[src/rtl/shift_right_iter_if.sv]
// Request/result bundle for the iterative right shifter.
// Master drives the shift request; slave (the shifter) returns status and data.
// Carries no state; clock and reset stay as plain ports on the shifter.
interface shift_right_iter_if #(
    parameter int WIDTH   = 32,
    parameter int SHAMT_W = 5
) ();
    logic               start_i;
    logic               arith_i;
    logic [SHAMT_W-1:0] shamt_i;
    logic [WIDTH-1:0]   data_i;
    logic               busy_o;
    logic               done_o;
    logic [WIDTH-1:0]   data_o;

    modport master (
        output start_i, arith_i, shamt_i, data_i,
        input  busy_o, done_o, data_o
    );

    modport slave (
        input  start_i, arith_i, shamt_i, data_i,
        output busy_o, done_o, data_o
    );
endinterface

[src/rtl/shift_right_iter.sv]
// Iterative SRL/SRA: shifts the latched operand right one bit per clock.
// Latency: done_o rises the cycle after shamt+1 edges (accept edge included).
// Backpressure: start_i is ignored while busy; accepted in IDLE or DONE only.
module shift_right_iter #(
    parameter int WIDTH   = 32,
    parameter int SHAMT_W = 5
) (
    input  logic                clk_i,
    input  logic                rst_i,
    shift_right_iter_if.slave   bus
);
    typedef enum logic [1:0] {
        IDLE  = 2'd0,
        SHIFT = 2'd1,
        DONE  = 2'd2
    } state_t;

    state_t             state_q, state_d;
    logic [WIDTH-1:0]   data_q,  data_d;
    logic [SHAMT_W-1:0] count_q, count_d;
    logic               arith_q, arith_d;

    // State and datapath registers; reset aborts any operation in flight.
    always_ff @(posedge clk_i or posedge rst_i) begin
        if (rst_i) begin
            state_q <= IDLE;
            data_q  <= '0;
            count_q <= '0;
            arith_q <= 1'b0;
        end else begin
            state_q <= state_d;
            data_q  <= data_d;
            count_q <= count_d;
            arith_q <= arith_d;
        end
    end

    // Next-state logic: accept in IDLE/DONE, one-bit shift per cycle in SHIFT.
    always_comb begin
        state_d = state_q;
        data_d  = data_q;
        count_d = count_q;
        arith_d = arith_q;
        case (state_q)
            IDLE, DONE: begin
                if (bus.start_i) begin
                    data_d  = bus.data_i;
                    count_d = bus.shamt_i;
                    arith_d = bus.arith_i;
                    // A zero shift needs no SHIFT cycles; report straight away.
                    state_d = (bus.shamt_i != '0) ? SHIFT : DONE;
                end else begin
                    state_d = IDLE;
                end
            end
            SHIFT: begin
                data_d  = {arith_q & data_q[WIDTH-1], data_q[WIDTH-1:1]};
                count_d = count_q - SHAMT_W'(1);
                if (count_q == SHAMT_W'(1)) begin
                    state_d = DONE;
                end
            end
            default: begin
                state_d = IDLE;
            end
        endcase
    end

    assign bus.busy_o = (state_q == SHIFT);
    assign bus.done_o = (state_q == DONE);
    assign bus.data_o = data_q;
endmodule

[src/flat_wrapper.sv]
// flat-port wrapper written by rule: the top's interface ports become plain ports
module shift_right_iter_flat 
#(
    parameter int WIDTH   = 32,
    parameter int SHAMT_W = 5
)
  (clk_i, rst_i, bus_start_i, bus_arith_i, bus_shamt_i, bus_data_i, bus_busy_o, bus_done_o, bus_data_o);
  shift_right_iter_if #(.WIDTH(WIDTH), .SHAMT_W(SHAMT_W)) bus_i ();
  input  logic clk_i;
  input  logic rst_i;
  input wire logic [$bits(bus_i.start_i)-1:0] bus_start_i;
  input wire logic [$bits(bus_i.arith_i)-1:0] bus_arith_i;
  input wire logic [$bits(bus_i.shamt_i)-1:0] bus_shamt_i;
  input wire logic [$bits(bus_i.data_i)-1:0] bus_data_i;
  output wire logic [$bits(bus_i.busy_o)-1:0] bus_busy_o;
  output wire logic [$bits(bus_i.done_o)-1:0] bus_done_o;
  output wire logic [$bits(bus_i.data_o)-1:0] bus_data_o;
  assign bus_i.start_i = bus_start_i;
  assign bus_i.arith_i = bus_arith_i;
  assign bus_i.shamt_i = bus_shamt_i;
  assign bus_i.data_i = bus_data_i;
  assign bus_busy_o = bus_i.busy_o;
  assign bus_done_o = bus_i.done_o;
  assign bus_data_o = bus_i.data_o;
  shift_right_iter #(.WIDTH(WIDTH), .SHAMT_W(SHAMT_W)) u_core (.clk_i(clk_i), .rst_i(rst_i), .bus(bus_i));
endmodule
[config.mk]
export PLATFORM = sky130hd
export DESIGN_NAME = shift_right_iter_flat
export DESIGN_NICKNAME = d
export VERILOG_FILES = /design/src/rtl/shift_right_iter_if.sv /design/src/rtl/shift_right_iter.sv /design/src/flat_wrapper.sv
export SDC_FILE = /design/constraint.sdc
export NUM_CORES = 1
export LEC_CHECK = 0
export ABC_AREA = 0
export BUFFER_PORTS_ARGS = -buffer_cell sky130_fd_sc_hd__buf_4
export CORE_MARGIN = 2
export CORE_UTILIZATION = 44
export CTS_CLUSTER_DIAMETER = 120
export DETAILED_ROUTE_END_ITERATION = 8
export GPL_TIMING_DRIVEN = 0
export MAX_ROUTING_LAYER = met4
export PLACE_DENSITY = 0.76
export SETUP_SLACK_MARGIN = 0.3
export SYNTH_ARGS = -nofsm -noshare
export SYNTH_HDL_FRONTEND = slang
export SYNTH_SLANG_ARGS = --single-unit
[constraint.sdc]
create_clock -name clk_i -period 1.4 [get_ports clk_i]
set_clock_uncertainty 0.2 [all_clocks]
set_input_delay 0.07 -clock clk_i [delete_from_list [all_inputs] [get_ports clk_i]]
set_output_delay 0.07 -clock clk_i [all_outputs]
set_load 0.02 [all_outputs]
---- Word level (Yosys, flattened, before mapping) ----
Index checks and enable logic that the tools add are counted.
word-level totals
  flip-flop bits (word level) ............. 40
  input port bits ......................... 41
operators by class
  add/sub/neg operators ................... 1
  eq/ne operators ......................... 5
  mux-type cells .......................... 8
  bitwise gates (word level) .............. 1
  reductions and logical operators ........ 6
operators by type and width
  kind                                                    count
  case mux 32 bit (2 select lines)                        1
  two-way mux 32 bit                                      1
  case mux 5 bit (2 select lines)                         1
  two-way mux 2 bit                                       3
  equality test 5 x 1 -> 1 bit (second input constant)    1
  two-way mux 5 bit                                       1
  nonzero test 5 bit                                      1
  subtractor 5 x 1 -> 5 bit (second input constant)       1
  case mux 2 bit (2 select lines)                         1
  AND reduction 2 bit                                     2
  equality test 2 x 1 -> 1 bit (second input constant)    1
  equality test 2 bit (second input constant)             1
  zero test 2 bit                                         1
  inequality test 2 x 1 -> 1 bit (second input constant)  1
  inequality test 2 bit (second input constant)           1
  nonzero test 2 bit                                      1
  OR reduction 2 bit                                      1
  AND 1 bit                                               1

---- Longest topological paths before layout ----
  depth after elaboration ................. 4
  depth in mapped cells ................... 5
  gate-level depth less buffers ........... 5

---- Least setup slack after synthesis ----
OpenSTA, ideal clock, no wires.
  path kind ............................... register -> register
  start ................................... register u_core.count_q[1]
  end ..................................... register u_core.state_q[0]
  library setup time ...................... 0.119 ns
  arrival time ............................ 1.132 ns
  data required time ...................... 1.081 ns
  slack ................................... -0.050 ns
  stages on the path, launching flop included .. 6
  path buffers ............................ 0
  clock period less this slack ............ 1.450 ns
  cell sequence ........................... dfrtp_1 -> inv_1 -> ha_1 -> or4b_1 -> nand2_1 -> nand2_1
between the ends
  cells in the longest elaborated chain, start to end .. 2
ends and longest elaborated chain
  element                                   line                    text
  start: declaration                        shift_right_iter.sv:20  logic [SHAMT_W-1:0] count_q, count_d;
  start signal: assignment                  shift_right_iter.sv:33  count_q <= count_d;
  equality test 5 x 1 -> 1 bit              shift_right_iter.sv:59  if (count_q == SHAMT_W'(1)) begin
  inequality test 2 x 1 -> 1 bit (no line)  -
  end signal: assignment                    shift_right_iter.sv:31  state_q <= state_d;
  end: declaration                          shift_right_iter.sv:18  state_t state_q, state_d;
No other way between the ends.
A chain may end at the register's enable or synchronous reset.

---- Worst setup path in the final report ----
Same ends and word-level chain as after synthesis.

==> metrics.txt <==
status=complete, but fails checks; violated checks=negative hold slack, negative setup slack; Buffers on Ports=74; Finished Cell Area=0.00368 mm^2; initial antenna violation count=0; Area Growth Syn to Fin=90.0%; Avg Cell Area, Syn=slightly below 9 um^2; Vias/cell=5.52; total grt overflow=0; CP Data Arrival Time=1.50 ns; Placer Congestion=0.826; CP startpoint kind=flop; Syn Inst Count=220; VDD IR max=1.36 mV; RSZ-0062 raised after global routing=true; FMAX=663 MHz; Worst Path Required=~1.4 ns; Slew Viols, Final=0; TritonCTS clock tree=built; Seq/Total Area, Yosys=0.517; worst path cell trace=inv_2 > ha_1 > or4b_4 > nand2_2 > nand2_2; LEAKAGE=1.75 nW; FP Rows=24; Routed Antenna Nets=0; HPWL reported at the end of detailed placement=3460 um; Initial DRC Count=between 200 and 300; Die Y=70.3 um; final hold vios=45; Max Cap Violations=0; Clock Latency Late Sink=approximately 0.3 ns; RR Endpoint=u_core.state_q[0]$_DFFE_PP0P_; hold_ws=-0.270 ns; largest net degree at the start of global routing=41; Final #Nets=approximately 420; CTS Hold Bufs=35; vias in the first global route=2450; Synth Register Bits=40; Buf/Inv on CP=1; Routed WL=7740 um; H-tree levels=2; setup_tns=-0.929 ns; Top delay family on crit path=simple AND/OR/NAND/NOR gates; layout cells sized above 1=0.447; post-synthesis cell type count=30; reg2reg setup slack=-0.11 ns; maximum buffer depth of the clock tree=2; WL/cell=18.1 um; Die Area=slightly below 0.005 mm^2; min-delay worst type=primary input to async pin; worst-case reg-to-reg path depth=5; DR pass1 iterations=4; placed cell areas=0.00265 mm^2; Worst setup EP type=flop; Via Count=roughly 2.4k; Worst-Margin Slew=0.863 ns; net count after synthesis=263; core area=0.00429 mm^2; most frequent CP cell=nand2_2; Setup-failing EPs final=23; yosys warns=0; clock sink total=40; worst r2r src=u_core.count_q[1]$_DFFE_PP0P_; Placed Instances=346; die width=between 70 and 80 um; Crit path largest cell delay=0.48 ns; pre-CTS worst setup slack=-0.0819 ns; Pwr Density=between 2000 and 2500 mW/mm^2; # IOs=75; DRC violations left=0; slowest stage cell, crit path=or4b_4; Cell Area, Synth=0.00193 mm^2; worst-path fanout max=3; CTS Buf Count=5; Rel. slew slack=0.423; clk slew on worst S/H paths=0.08 ns; Total GRT Usage=0.309; Initial Util=0.450; worst setup margin=-0.108 ns; final worst path period need=1.51 ns; first-pass GRT wire length=11600 um; Ant. Diodes=0; Layout Cells excl Fill=between 400 and 500; CP Class=flop to flop; CTS root buffer=clkbuf_8; period utilization=1.08
## flip-flops by register name, summed over array words and instances (netlist names)
register and cells:
u_core.count_q 5, u_core.arith_q 1, u_core.state_q 2, u_core.bus.data_o 32
## kinds of logic (layout without fill, tap and decap cells)
group                    after synthesis  count (layout)  share of synthesized area
AO/OA/AOI/OAI                         40              40                      0.142
multiplexers                           2               2                     0.0129
AND/OR/NAND/NOR                      115             115                      0.246
adder cells (fa/ha/maj)                2               2                     0.0129
buffers and inverters                 21             177                     0.0686
flip-flops                            40              40                      0.517
## synth_stat cells (all sizes together)
master,n,share of area
or4,1,0.0058
and3,1,0.0032
nand2,68,0.13
o31ai,1,0.0039
a221o,1,0.0052
or3,2,0.0065
mux2,1,0.0078
o32ai,2,0.013
a31oi,31,0.10
ha,2,0.013
nand2b,2,0.0065
nor3,2,0.0052
o211ai,1,0.0039
nand3,3,0.0078
dfrtp,40,0.52
a32oi,1,0.0045
a22o,1,0.0045
nor3b,2,0.0078
inv,4,0.0078
or4b,1,0.0052
buf,17,0.061
o21ai,1,0.0026
nor2,31,0.060
a22oi,1,0.0039
nor2b,2,0.0065
mux2i,1,0.0052
## per-stage QoR
stage / power [mW] / utilization
final: 8.52 / 0.856
after global routing: 8.97 / 0.856
after CTS: 8.01 / 0.837
after detailed placement: 5.71 / 0.617
after global placement: 5.63 / 0.617
after floorplan: 4.47 / -
## what timing repair did
| action | CTS | global route |
|---|---|---|
| gates resized for setup | 52 | 19 |
| endpoints found under the setup margin | 74 | 74 |
| buffers inserted | 31 | 3 |
| gates cloned | 5 | 1 |
| pin swaps | 12 | 3 |
| endpoints found under the hold margin | 80 | 45 |
## worst max-delay path by stage
stage	cells past startpoint	endpoint	slack, ns	startpoint
3_5_place_dp	5	u_core.state_q[0]$_DFFE_PP0P_	-0.08	u_core.count_q[1]$_DFFE_PP0P_
3_3_place_gp	5	u_core.state_q[0]$_DFFE_PP0P_	-0.07	u_core.count_q[1]$_DFFE_PP0P_
6_report	5	u_core.state_q[0]$_DFFE_PP0P_	-0.11	u_core.count_q[1]$_DFFE_PP0P_
5_1_grt	5	u_core.count_q[4]$_DFFE_PP0P_	-0.16	u_core.count_q[0]$_DFFE_PP0P_
4_1_cts	5	u_core.state_q[0]$_DFFE_PP0P_	-0.07	u_core.count_q[1]$_DFFE_PP0P_
2_1_floorplan	5	u_core.state_q[0]$_DFFE_PP0P_	-0.03	u_core.count_q[1]$_DFFE_PP0P_
## cell type report
class | instances | area, um^2
flip-flops and latches | 40 | 1000
clock inverters | 2 | 60.1
inverters | 4 | 31.3
clock buffers | 5 | 68.8
fillers | 214 | 618
repair buffers | 149 | 1350
well taps | 52 | 65.1
plain buffers | 17 | 209
multi-input cells | 159 | 891
## routing by layer
layer	vias up	global-route usage	part of all wire
met5	-	-	0
met4	0	0.111	0.031
met3	31	0.0577	0.075
met2	121	0.532	0.52
met1	1152	0.360	0.38
li1	1057	-	-
## cell usage in the layout, fill, tap and decap left out, types with 2 or more instances in the layout
| cell type | synthesis | routed |
|---|---|---|
| nor2_1 | 31 | 31 |
| buf_8 | 0 | 3 |
| o32ai_2 | 1 | 2 |
| dlygate4sd3_1 | 0 | 35 |
| dfrtp_1 | 40 | 38 |
| dfrtp_2 | 0 | 2 |
| buf_6 | 4 | 42 |
| clkbuf_8 | 0 | 5 |
| a31oi_1 | 31 | 29 |
| buf_4 | 3 | 80 |
| inv_2 | 1 | 2 |
| clkbuf_4 | 0 | 2 |
| buf_12 | 0 | 2 |
| a31oi_2 | 0 | 2 |
| nand3_1 | 3 | 3 |
| nand2_1 | 68 | 58 |
| bufinv_16 | 0 | 2 |
| nand2b_4 | 0 | 2 |
| nand2_2 | 0 | 10 |
| or3_1 | 2 | 2 |
## power by group
group	internal (mW)	switching, mW
combinational	2.66	2.52
sequential	1.72	0.495
clock	0.702	0.424
(Power assumes the default switching activity.)
